$ cat src/rtl/wb_grf.sv
// W-stage write-back: data select, 32x32 GRF with bypass, retire counter.
// Optional simulation trace of register writes under GRF_TRACE_EN.
module wb_grf #(
  parameter int NREG = 32,
  parameter int DW   = 32
) (
  input  logic          clk,
  input  logic          reset,
  input  logic [31:0]   W_Instr,
  input  logic [31:0]   W_PC,
  input  logic [DW-1:0] W_PC8,
  input  logic [DW-1:0] W_ALU_C,
  input  logic [DW-1:0] W_DM_OUT,
  input  logic [DW-1:0] W_MDU_OUT,
  input  logic [DW-1:0] W_EXT_OUT,
  input  logic [DW-1:0] W_CP0_OUT,
  input  logic          W_cmp,
  input  logic          W_chk,
  input  logic          W_RegWrite,
  input  logic          W_CondWr,
  input  logic [4:0]    W_A3,
  input  logic [2:0]    W_WDSel,
  input  logic [4:0]    D_A1,
  input  logic [4:0]    D_A2,
  output logic [DW-1:0] D_RD1,
  output logic [DW-1:0] D_RD2,
  output logic [DW-1:0] W_WD,
  output logic          W_WE,
  output logic [31:0]   retire_cnt
);

  logic [DW-1:0] rf_q [NREG];
  logic [31:0]   retire_q;
  logic [31:0]   retire_d;

  always_comb begin
    W_WD = '0;
    case (W_WDSel)
      3'd0:    W_WD = W_ALU_C;
      3'd1:    W_WD = W_DM_OUT;
      3'd2:    W_WD = W_PC8;
      3'd3:    W_WD = W_MDU_OUT;
      3'd4:    W_WD = W_EXT_OUT;
      3'd5:    W_WD = W_CP0_OUT;
      default: W_WD = '0;
    endcase
  end

  assign W_WE = W_RegWrite & ~W_chk
              & (~W_CondWr | W_cmp)
              & (W_A3 != 5'd0);

  // Same-cycle bypass so D sees the value being committed now.
  always_comb begin
    D_RD1 = '0;
    if (D_A1 == 5'd0)
      D_RD1 = '0;
    else if (W_WE && D_A1 == W_A3)
      D_RD1 = W_WD;
    else
      D_RD1 = rf_q[D_A1];
  end

  always_comb begin
    D_RD2 = '0;
    if (D_A2 == 5'd0)
      D_RD2 = '0;
    else if (W_WE && D_A2 == W_A3)
      D_RD2 = W_WD;
    else
      D_RD2 = rf_q[D_A2];
  end

  always_ff @(posedge clk) begin
    if (reset) begin
      for (int i = 0; i < NREG; i++)
        rf_q[i] <= '0;
    end else if (W_WE) begin
      rf_q[W_A3] <= W_WD;
    end
  end

  assign retire_d = (|W_Instr && !W_chk)
                  ? retire_q + 32'd1
                  : retire_q;

  always_ff @(posedge clk) begin
    if (reset)
      retire_q <= '0;
    else
      retire_q <= retire_d;
  end

  assign retire_cnt = retire_q;

`ifdef GRF_TRACE_EN
  always @(posedge clk) begin
    if (!reset && W_WE)
      $display("@%h: $%d <= %h", W_PC, W_A3, W_WD);
  end
`else
  logic unused_pc;
  assign unused_pc = ^W_PC;
`endif

endmodule

$ cat config.mk
export PLATFORM = sky130hd
export DESIGN_NAME = wb_grf
export DESIGN_NICKNAME = d
export VERILOG_FILES = /design/src/rtl/wb_grf.sv
export SDC_FILE = /design/constraint.sdc
export NUM_CORES = 2
export LEC_CHECK = 0
export ABC_AREA = 1
export BUFFER_PORTS_ARGS = -buffer_cell sky130_fd_sc_hd__buf_2
export CORE_ASPECT_RATIO = 0.9
export CORE_MARGIN = 4
export CORE_UTILIZATION = 40
export DETAILED_ROUTE_END_ITERATION = 10
export HOLD_SLACK_MARGIN = 0.1
export PLACE_DENSITY_LB_ADDON = 0.1
export SYNTH_ARGS = -nofsm -noshare
export SYNTH_HDL_FRONTEND = slang
export SYNTH_SLANG_ARGS = --single-unit
$ cat constraint.sdc
create_clock -name clk -period 6.1 [get_ports clk]
set_input_delay 0.305 -clock clk [delete_from_list [all_inputs] [get_ports clk]]
set_output_delay 0.305 -clock clk [all_outputs]
set_load 0.05 [all_outputs]
==> metrics <==
row cnt=135; Primary FF master, synth=edfxtp_1; Clock Latency Late Sink=0.76 ns; final hold violation count=0; Post-Syn Area=61000 um^2; area share of the largest cell type after synthesis=0.504; wire per inst=26.8 um; Tot GR Track Use=0.330; drt first-iter violations=8330; RD Place Congestion=0.871; Final Setup Violations=0; global-route wire length before repair=383000 um; Simple-Gate Fraction of Synth Area=0.398; Yosys warnings=0; Fill cells=15100; compound-cell area share of the yosys netlist=0.00993; Post-synth EDFFs=1024; Synth Area in Adders=0.000205; die height=378 um; status=complete, no violations; Die Area=159000 um^2; layout cells sized above 1=0.0981; clk slew on worst S/H paths=0.06 ns; Rel. slew slack=0.185; die width=419 um; Top Layer Used=met4; DRT Pass-1 Iters=6; Detailed Place HPWL=149000 um; FFs w/ async S/R, synth=0; Leak=28.2 nW; port bufs=376; FF/Latch Area=31400 um^2; Crit path required time=5.79 ns; largest vdd supply drop=226 uV; min Tclk post-route=4.02 ns; post-route ant nets=0; # nets final=8305; Initial Utilization=0.404; Synth area leader=edfxtp_1; Tcrit/Tclk final=0.659; largest net degree at the start of global routing=143; fmax=0.249 GHz; post-synthesis cell count=8027; Yosys reg bits=1056; WHS Endpoint=rf_q[20][12]; worst min-delay path class=in -> reg; Residual DRC=0; Yosys cell types=30; clock sink count=1056; sequential share of the synthesized area=0.515; DR vias/cell=5.85; post-synthesis mux area share=0; xor/xnor share of the synthesized area=0.00316; worst r2r dst=retire_cnt[29]; Slew Limit Fails=0; clk root buf=clkbuf_16; Layout area overhead=11.2%; Worst Setup Start Kind=input pin; wl on met1=106000 um; final core occ=0.449; total number of vias=59100; Routed Wire Length=271000 um; crit-path max FO=34; Clock Skew=0.00384 ns; syn_area_per_cell=7.59 um^2; multi-input combinational cell area=25400 um^2; initial antenna violation count=6; Core Region=151000 um^2; Worst Reg-to-Reg Cells=8; Worst-Margin Slew=1.22 ns; DR WL met2=120000 um; H-tree lvl count=3; global route overflow=0; Num CTS Buffers=117; reg-to-reg setup timing slack=4.29 ns; worst hold start=W_ALU_C[12]; Arr. time, crit path=3.71 ns; vias in the first global route=55500; Clock Path Buffers=3; RSZ-0062 raised after global routing=false; CP endpoint kind=output port; total length of routed met3 wires=28900 um; Fin Setup TNS=0 ns; WS Path Type=in -> out; max-cap violations=0; top cells by area, synth=edfxtp_1, nand3_1, nand2_1; TritonCTS clock tree=built; combinational family with the most area after synthesis=simple AND/OR/NAND/NOR gates; hold path cells=7; RR Startpoint=retire_cnt[6]; I/O Pins=409; Pwr per Cell Area=275 nW/um^2
## synth_stat cells (33+ instances only)
library cell and number:
inv_1 375, o21ai_0 42, inv_2 33, a21oi_1 35, buf_2 231, clkbuf_1 371, buf_1 46, edfxtp_1 1024
nand3_1 2028, nand2_1 2500, nor2_1 1158
## how the worst max path moves through the flow
stage,from,endpoint,slack (ns),depth (start not counted)
floorplan,W_A3[2],rf_q[12][0],2.34,7
detailed placement,W_chk,rf_q[10][25],1.94,12
global route,W_WDSel[2],D_RD1[17],1.97,11
finish,W_WDSel[2],D_RD2[30],2.08,10
CTS,W_WDSel[2],D_RD2[6],2.17,12
global placement,W_chk,rf_q[10][24],1.96,12
## cells by family after synthesis
| kind of cell | Yosys count |
|---|---|
| other cells | 1 |
| xor+xnor | 22 |
| flops | 1056 |
| compound gates | 112 |
| simple gates | 5743 |
| buf+inv | 1092 |
| fa+ha+maj | 1 |
## per-layer routing
metal	track usage	up-vias
li1	-	26400
met1	0.440	28200
met2	0.514	3791
met3	0.0605	743
met4	0.169	0
met5	0	-
## power breakdown
group          internal, mW  switching, mW
logic                 0.696           2.39
registers              8.32          0.187
clock network          3.90           3.13
## metrics by stage
step           std cells  total power [mW]  hold WS (ns)  instance area (um^2)  setup slack (ns)
2_1_floorplan       8058              10.5         0.507                 61100              2.34
5_1_grt            10100              19.2         0.154                 67800              1.97
6_report           10100              18.6         0.135                 67800              2.08
4_1_cts            10100              18.6         0.106                 67800              2.17
3_3_place_gp        9877              11.6         0.494                 64000              1.96
3_5_place_dp        9877              11.7         0.487                 64000              1.94
## critical path: stages
cell and delay (ns):
buf_2 0.14, inv_2 0.52, nand3_1 0.87, buf_4 0.49, o22ai_1 0.13, nor2_1 0.08, nand2_2 0.36, o21ai_0 0.14
a21oi_1 0.32, buf_2 0.34
## cells in the final DEF (no fill, tap or decap), types with 40 or more instances in the layout
| cell type | Yosys | layout |
|---|---|---|
| buf_2 | 231 | 367 |
| buf_4 | 32 | 127 |
| clkbuf_16 | 0 | 123 |
| edfxtp_1 | 1024 | 1024 |
| inv_1 | 375 | 366 |
| nand2_1 | 2500 | 2457 |
| nand2_2 | 30 | 68 |
| nand3_1 | 2028 | 2028 |
| nor2_1 | 1158 | 1156 |
| o21ai_0 | 42 | 40 |
## registers in the layout (all words and copies together) (netlist names)
signal	flops
retire_cnt	32
rf_q	1024
## layout make-up
type | instances | area share
diodes | 3 | 0.000111
clock buffers | 157 | 0.0477
clock inverters | 61 | 0.00620
inverters | 411 | 0.0234
multi-input cells | 5910 | 0.374
flip-flops and latches | 1056 | 0.463
well taps | 1986 | 0.0367
repair buffers | 528 | 0.0486
## what timing repair did
item                                    4_1_cts  5_1_grt
setup buffers                                 0        0
hold endpoints to repair                     28        0
hold buffers                                 14        0
endpoints found under the setup margin        0        0
gates resized for setup                       0        0
(Power assumes the default switching activity.)
